**config.mk**
```make
export PLATFORM = sky130hd
export DESIGN_NAME = booth_cu
export DESIGN_NICKNAME = d
export VERILOG_FILES = /design/src/rtl/booth_cu.sv
export SDC_FILE = /design/constraint.sdc
export NUM_CORES = 1
export LEC_CHECK = 0
export BUFFER_PORTS_ARGS = -buffer_cell sky130_fd_sc_hd__buf_2
export CAP_MARGIN = 30
export CORE_AREA = 2 2 39 41
export DETAILED_ROUTE_END_ITERATION = 6
export DIE_AREA = 0 0 41 43
export HOLD_SLACK_MARGIN = 0.06
export REMOVE_ABC_BUFFERS = 1
export SYNTH_ARGS = -nofsm -noshare
export SYNTH_HDL_FRONTEND = slang
export SYNTH_SLANG_ARGS = --single-unit
```
**constraint.sdc**
```tcl
create_clock -name clk -period 2.6 [get_ports clk]
set_input_delay 0.52 -clock clk [delete_from_list [all_inputs] [get_ports clk]]
set_output_delay 0.52 -clock clk [all_outputs]
set_load 0.01 [all_outputs]
```
**src/rtl/booth_cu.sv**
```systemverilog
`default_nettype none
// ============================================================================
// Module   : booth_cu
// Purpose  : Moore control unit for a radix-2 Booth 8x8 signed multiplier.
//            Optional debug taps are enabled by defining BOOTH_CU_DBG_EN.
// Revision : 1.0
// ============================================================================
module booth_cu (
    input  logic       clk,
    input  logic       rst,
    input  logic       bgn,
    input  logic       q0,
    input  logic       q_m1,
    output logic       c0,
    output logic       c1,
    output logic       c2,
    output logic       c3,
    output logic       c4,
    output logic       c6,
    output logic       c7,
    output logic       fin
`ifdef BOOTH_CU_DBG_EN
    ,
    output logic [3:0] dbg_state,
    output logic [2:0] dbg_cnt
`endif
);

    typedef enum logic [3:0] {
        IDLE   = 4'd0,
        LOAD_M = 4'd1,
        LOAD_Q = 4'd2,
        TEST   = 4'd3,
        ADD    = 4'd4,
        SUB    = 4'd5,
        SHIFT  = 4'd6,
        OUT_A  = 4'd7,
        OUT_Q  = 4'd8,
        DONE   = 4'd9
    } state_t;

    localparam logic [2:0] C_LAST_ITER = 3'd7;

    state_t     state_q, state_d;
    logic [2:0] cnt_q, cnt_d;

    always_ff @(posedge clk or posedge rst) begin
        if (rst) begin
            state_q <= IDLE;
            cnt_q   <= 3'd0;
        end else begin
            state_q <= state_d;
            cnt_q   <= cnt_d;
        end
    end

    always_comb begin
        state_d = IDLE;
        cnt_d   = cnt_q;
        case (state_q)
            IDLE:   state_d = bgn ? LOAD_M : IDLE;
            LOAD_M: begin
                state_d = LOAD_Q;
                cnt_d   = 3'd0;
            end
            LOAD_Q: state_d = TEST;
            TEST: begin
                case ({q0, q_m1})
                    2'b01:   state_d = ADD;
                    2'b10:   state_d = SUB;
                    default: state_d = SHIFT;
                endcase
            end
            ADD:    state_d = SHIFT;
            SUB:    state_d = SHIFT;
            SHIFT: begin
                // Counter wraps to 0 on the last shift; LOAD_M reinitialises it anyway.
                cnt_d   = cnt_q + 3'd1;
                state_d = (cnt_q == C_LAST_ITER) ? OUT_A : TEST;
            end
            OUT_A:  state_d = OUT_Q;
            OUT_Q:  state_d = DONE;
            DONE:   state_d = IDLE;
            default: state_d = IDLE;
        endcase
    end

    // Strobes decode from the state register only, so they are glitch-free per cycle.
    assign c0  = (state_q == LOAD_M);
    assign c1  = (state_q == LOAD_Q);
    assign c2  = (state_q == ADD);
    assign c3  = (state_q == SUB);
    assign c4  = (state_q == SHIFT);
    assign c6  = (state_q == OUT_A);
    assign c7  = (state_q == OUT_Q);
    assign fin = (state_q == DONE);

`ifdef BOOTH_CU_DBG_EN
    assign dbg_state = state_q;
    assign dbg_cnt   = cnt_q;
`endif

endmodule
`default_nettype wire
```
==> impl_metrics.csv, run 1 <==
group,metric,value,unit
global_route,gr-total-overflow,0,
global_route,grt_pass1_vias,344,
worst_setup_path,reg2reg_from,"state_q[0]$_DFF_PP0_",
power_and_ir_drop,power_leakage,0.283,nW
sta,post-route-period-util,74.6,%
sta,slew_viol_final,0,
yosys,synth_top_area_share,35.8,%
outcome,outcome,"finished, final reports clean",
yosys,yosys_register_bits,7,
yosys,yosys_warnings,0,
worst_setup_path,worstRegToRegCells,3,
placement,port_buffers,12,
yosys,synth_area,489,um^2
yosys,ys_seq_area_share,35.8,%
detailed_routing,drt.antenna.violating_nets,0,
placement,detailed_place_hpwl,640,um
global_route,track_usage,12.4,%
yosys,yosysTopAreaCell,"dfrtp_1",
power_and_ir_drop,ir_worst_vdd,481,uV
clock_tree,numClockSinks,7,
floorplanning,rows,14,
detailed_routing,finalWirelength,878,um
floorplanning,core,1380,um^2
placement,pre_cts_ws,0.928,ns
cells_and_area,layout-drive-gt1-share,27.7,%
detailed_routing,drt-vias-per-instance,4.98,
clock_tree,clk_path_buf_depth,2,
global_route,antenna_found_initial,0,
sta,finClkSkew,0.00605,ns
clock_tree,clkSlewWorstSetupHoldPaths,0.06,ns
worst_setup_path,cp.arrival,1.42,ns
detailed_routing,num_vias,403,
cells_and_area,nFillCells,134,
cells_and_area,n_antenna_cell,0,
sta,rsz0062_at_grt,"false",
clock_tree,ctsHtreeMaxLevel,1,
clock_tree,cts_resized,0,
job,maxCapViolations,0,
detailed_routing,drt-wirelength-per-cell,10.8,um
cells_and_area,final_nets,74,
worst_setup_path,path_max_fanout,14,
worst_setup_path,rrSetupSlack,1.21,ns
worst_setup_path,timing.rr.end,"cnt_q[0]$_DFFE_PP0P_",
global_route,grt_max_degree,15,
sta,max_slew.worst_pin.slew,0.426,ns
worst_setup_path,critPathCapture,"c2",
sta,fin_crit,1.94,ns
yosys,ys_top_cells_by_area,"dfrtp_1 36%, ha_1 7.7%, a21oi_1 6.1%, nand2b_1 5.1%, nor3_1 5.1%",
clock_tree,post_cts_buffers,0,
sta,fmax,516,MHz
sta,fin_tns_setup,0,ns
yosys,synth_cells,53,
detailed_routing,drc,0,
worst_setup_path,cp-start-kind,"flop",
floorplanning,io_pins,13,
clock_tree,cts_tree,"built",
worst_setup_path,end_kind,"output port",
worst_setup_path,startpoint,"state_q[2]$_DFF_PP0_",
global_route,grt_first_pass_wirelength,1450,um
clock_tree,hold_buffers,0,
detailed_routing,drtPass1Iterations,4,
power_and_ir_drop,powerDensity,1210,nW/um^2
floorplanning,initial_utilization,35.4,%
clock_tree,clkLatencyLatePin,0.25,ns
worst_hold_path,hp-class,"input pin to asynchronous set/reset pin",
cells_and_area,area_growth,15.1,%
yosys,syn_avg_cell_area,9.23,um^2
sta,hold_violations,0,
yosys,ys_types,22,
sta,final.setup.worst_slack,0.661,ns
worst_setup_path,criticalPathCategory,"flop to output port",
sta,relSlewSlack,71.6,%
floorplanning,fp.dieArea,1760,um^2
worst_setup_path,required,2.08,ns
placement,gp_congestion,0.707,
sta,setup_violations,0,
floorplanning,die_y,43,um
floorplanning,die_w,41,um
detailed_routing,drt-initial-drc-count,5,
clock_tree,cts_buffers,3,
clock_tree,root_buffer,"clkbuf_4",
## Yosys cell counts
cell and instances:
a211oi_2 1, a21o_1 1, a21oi_1 6, a311oi_1 1, buf_2 2, buf_6 2
dfrtp_1 7, ha_1 3, inv_1 4, nand2_1 1, nand2b_1 4, nand4bb_1 1
nor2_1 6, nor3_1 5, nor3b_1 1, nor3b_4 1, nor4_1 1, nor4b_2 1
o22ai_1 2, or2_1 1, or2b_1 1, or3b_1 1
## state kept, by name (all words and copies together) (netlist names)
signal / count
state_q: 4
cnt_q: 3
## placed cells by master, fill, tap and decap left out, drive strengths merged, types with 2 or more instances in the layout
cell,count
o22ai,2
nor3b,2
nand2b,4
nor2,6
inv,4
a21oi,6
ha,3
buf,12
clkbuf,4
nor3,5
dfrtp,7
## how the worst min path moves through the flow
stage,to
2_1_floorplan,cnt_q[0]$_DFFE_PP0P_
3_3_place_gp,cnt_q[2]$_DFFE_PP0P_
3_5_place_dp,cnt_q[2]$_DFFE_PP0P_
4_1_cts,state_q[3]$_DFF_PP0_
5_1_grt,state_q[3]$_DFF_PP0_
6_report,cnt_q[1]$_DFFE_PP0P_
## metrics by stage
stage	util (%)	hold WS [ns]	instances	instance area (um^2)	total power, mW
after floorplan	-	0.323	49	457	0.491
after global placement	38.8	0.457	77	537	0.581
after detailed placement	38.8	0.459	77	537	0.583
after CTS	40.7	0.185	81	563	0.685
after global routing	40.7	0.207	81	563	0.741
final	40.7	0.184	81	563	0.679
## power breakdown
part	internal, mW	total, mW	switching [mW]	leakage [nW]
registers	0.159	0.283	0.124	0.0872
logic	0.159	0.297	0.138	0.181
clock network	0.0586	0.0990	0.0404	0.0150
total	0.377	0.679	0.302	0.283
## layer usage
metal  part of all wire, %  routed length (um)  global-route usage (%)  up-vias
met3                   1.4                  12                    4.71        0
met2                    51                 446                    16.6        5
li1                      -                   -                       -      209
met4                     0                   0                    8.00        0
met5                     0                   0                       0        -
met1                    48                 420                    16.1      189
## kinds of logic (layout without fill, tap and decap cells)
| group | count (synthesis) | after routing | synth area share, % |
|---|---|---|---|
| AO/OA/AOI/OAI | 11 | 11 | 14.6 |
| flip-flops | 7 | 7 | 35.8 |
| buffers and inverters | 8 | 20 | 9.72 |
| adder cells (fa/ha/maj) | 3 | 3 | 7.67 |
| AND/OR/NAND/NOR | 24 | 24 | 32.2 |
## cell type report
type / instances / area, um^2 / share of cell area (%)
Clock buffer: 4 / 26.3 / 4.67
Inverter: 4 / 15.0 / 2.67
Multi-Input combinational cell: 38 / 267 / 47.3
Tap cell: 16 / 20.0 / 3.56
Timing Repair Buffer: 12 / 60.1 / 10.7
Sequential cell: 7 / 175 / 31.1
## critical path, stage by stage (launching register included)
cell,delay (ns)
dfrtp_1,0.58
or2b_1,0.30
nor3_1,0.13
buf_2,0.15
Note: power is estimated with default switching activity, not from simulation.
==> inputs of run 2 (changes only) <==
==> constraint.sdc (replaced) <==
create_clock -name clk -period 1.7 [get_ports clk]
set_input_delay 0.34 -clock clk [delete_from_list [all_inputs] [get_ports clk]]
set_output_delay 0.34 -clock clk [all_outputs]
set_load 0.01 [all_outputs]
==> impl_metrics.csv, run 2 (synthesized netlist as in run 1, its figures left out) <==
group,metric,value,unit
power_and_ir_drop,p_seq_share,34.1,%
sta,hold_violations,0,
global_route,track_usage,12.0,%
placement,dp.cells,78,
power_and_ir_drop,internal-power,0.690,mW
global_route,gr-total-overflow,0,
cells_and_area,largestRegisters,"state_q x4, cnt_q x3",
worst_setup_path,cp.arrival,1.26,ns
detailed_routing,drtPass1Iterations,4,
power_and_ir_drop,switchingPower,0.477,mW
cells_and_area,final_cells,90,
cells_and_area,largest_reg_flops,4,
placement,gp_congestion,0.693,
power_and_ir_drop,combPwrFrac,53.4,%
detailed_routing,num_vias,427,
power_and_ir_drop,ir_worst_vdd,658,uV
cells_and_area,area_growth,30.4,%
outcome,outcome,"finished, final reports clean",
worst_setup_path,crit_chain,"nand2b_1 > nor3b_1 > buf_2",
floorplanning,core,1380,um^2
worst_setup_path,cp-start-kind,"flop",
sta,fin_crit,1.60,ns
clock_tree,ctsHtreeMaxLevel,1,
clock_tree,root_buffer,"clkbuf_4",
global_route,grt_first_pass_wirelength,1420,um
sta,finClkSkew,0.00162,ns
power_and_ir_drop,powerDensity,1830,nW/um^2
sta,fmax,625,MHz
power_and_ir_drop,switching_share,40.9,%
sta,post-route-period-util,94.1,%
worst_hold_path,hp-class,"input pin to flop",
detailed_routing,drt-wirelength-per-cell,10.4,um
floorplanning,fp.dieArea,1760,um^2
cells_and_area,finish.utilization,46.1,%
worst_setup_path,cp_top_family,"flip-flops",
global_route,antenna_found_initial,0,
clock_tree,clk_path_buf_depth,2,
placement,pre_cts_ws,0.232,ns
clock_tree,clkLatencyLatePin,0.24,ns
placement,placed_cell_area,544,um^2
sta,relSlewSlack,82.9,%
floorplanning,die_y,43,um
worst_setup_path,path_buf_inv,1,
cells_and_area,final_nets,83,
detailed_routing,finalWirelength,939,um
sta,final.setup.worst_slack,0.101,ns
global_route,grt_max_degree,15,
detailed_routing,drt.antenna.violating_nets,0,
cells_and_area,most-common-layout-cells,"12 x buf_2, 8 x buf_4, 6 x a21oi_1, 6 x nor2_1, 5 x nor3_1",
worst_setup_path,end_kind,"output port",
cells_and_area,layout-drive-gt1-share,40.5,%
worst_setup_path,critPathSlowestCell,"dfrtp_2",
cells_and_area,design_area,638,um^2
cells_and_area,top_register,"state_q",
worst_setup_path,required,1.36,ns
placement,detailed_place_hpwl,631,um
worst_setup_path,slowest_delay,0.46,ns
floorplanning,rows,14,
floorplanning,initial_utilization,35.4,%
sta,max_slew.worst_pin.slew,0.257,ns
clock_tree,clkSlewWorstSetupHoldPaths,0.05,ns
placement,port_buffers,12,
detailed_routing,drt-initial-drc-count,3,
cells_and_area,n_antenna_cell,0,
clock_tree,cts_tree,"built",
global_route,grt_pass1_vias,341,
sta,fin_tns_setup,0,ns
detailed_routing,drc,0,
cells_and_area,final_common_cell,"buf_2",
worst_setup_path,path_max_fanout,9,
clock_tree,numClockSinks,7,
sta,slew_viol_final,0,
detailed_routing,drt-vias-per-instance,4.74,
sta,setup_violations,0,
clock_tree,cts_buffers,3,
floorplanning,io_pins,13,
floorplanning,die_w,41,um
power_and_ir_drop,p_clk_share,12.5,%
sta,rsz0062_at_grt,"false",
worst_setup_path,criticalPathCategory,"flop to output port",
cells_and_area,nFillCells,149,
job,maxCapViolations,0,
power_and_ir_drop,power_leakage,0.322,nW
## run 2: path summary, 6_finish.rpt
path,end,start,cells past startpoint,slack (ns)
setup / recovery,fin,state_q[1]$_DFF_PP0_,3,0.10
hold / removal,state_q[0]$_DFF_PP0_,bgn,4,0.49
setup reg to reg,cnt_q[0]$_DFFE_PP0P_,state_q[0]$_DFF_PP0_,3,0.40
hold reg to reg,cnt_q[0]$_DFFE_PP0P_,cnt_q[0]$_DFFE_PP0P_,1,0.53
max in group asynchronous,state_q[1]$_DFF_PP0_,rst,3,0.90
min in group asynchronous,cnt_q[2]$_DFFE_PP0P_,rst,3,0.57
## run 2: power groups by stage
stage	clock network (mW)	logic (mW)	registers [mW]
floorplan	0	0.361	0.390
global placement	0	0.486	0.421
detailed placement	0	0.492	0.422
CTS	0.152	0.492	0.423
global route	0.158	0.698	0.422
finish	0.146	0.623	0.399
## run 2: what timing repair did
action | CTS | global route
setup buffers | 0 | 7
hold buffers | 1 | 0
resized for setup | 2 | 2
setup endpoints to repair | 1 | 4
hold endpoints to repair | 7 | 0
pin swaps | 0 | 0
## run 2: area by class of cell
| type | count | area, um^2 | area share, % |
|---|---|---|---|
| Multi-Input combinational cell | 38 | 267 | 41.8 |
| Clock buffer | 4 | 26.3 | 4.12 |
| Tap cell | 16 | 20.0 | 3.14 |
| Sequential cell | 7 | 180 | 28.2 |
| Inverter | 4 | 15.0 | 2.35 |
| Timing Repair Buffer | 21 | 130 | 20.4 |
## run 2: stage by stage
stage | hold slack [ns] | total power, mW
floorplan | 0.143 | 0.750
global placement | 0.269 | 0.907
detailed placement | 0.275 | 0.913
CTS | 0.485 | 1.07
global route | 0.510 | 1.28
finish | 0.486 | 1.17
## run 2: routing by layer
layer | track usage, % | up-vias | share of wire [%]
li1 | - | 229 | -
met1 | 16.5 | 192 | 44
met2 | 16.9 | 6 | 55
met3 | 1.57 | 0 | 1.6
met4 | 8.00 | 0 | 0
met5 | 0 | - | 0
## run 2: worst min-delay path: stages
cell    delay, ns
buf_2        0.09
nor2_1       0.07
nor4_1       0.05
a21o_1       0.14
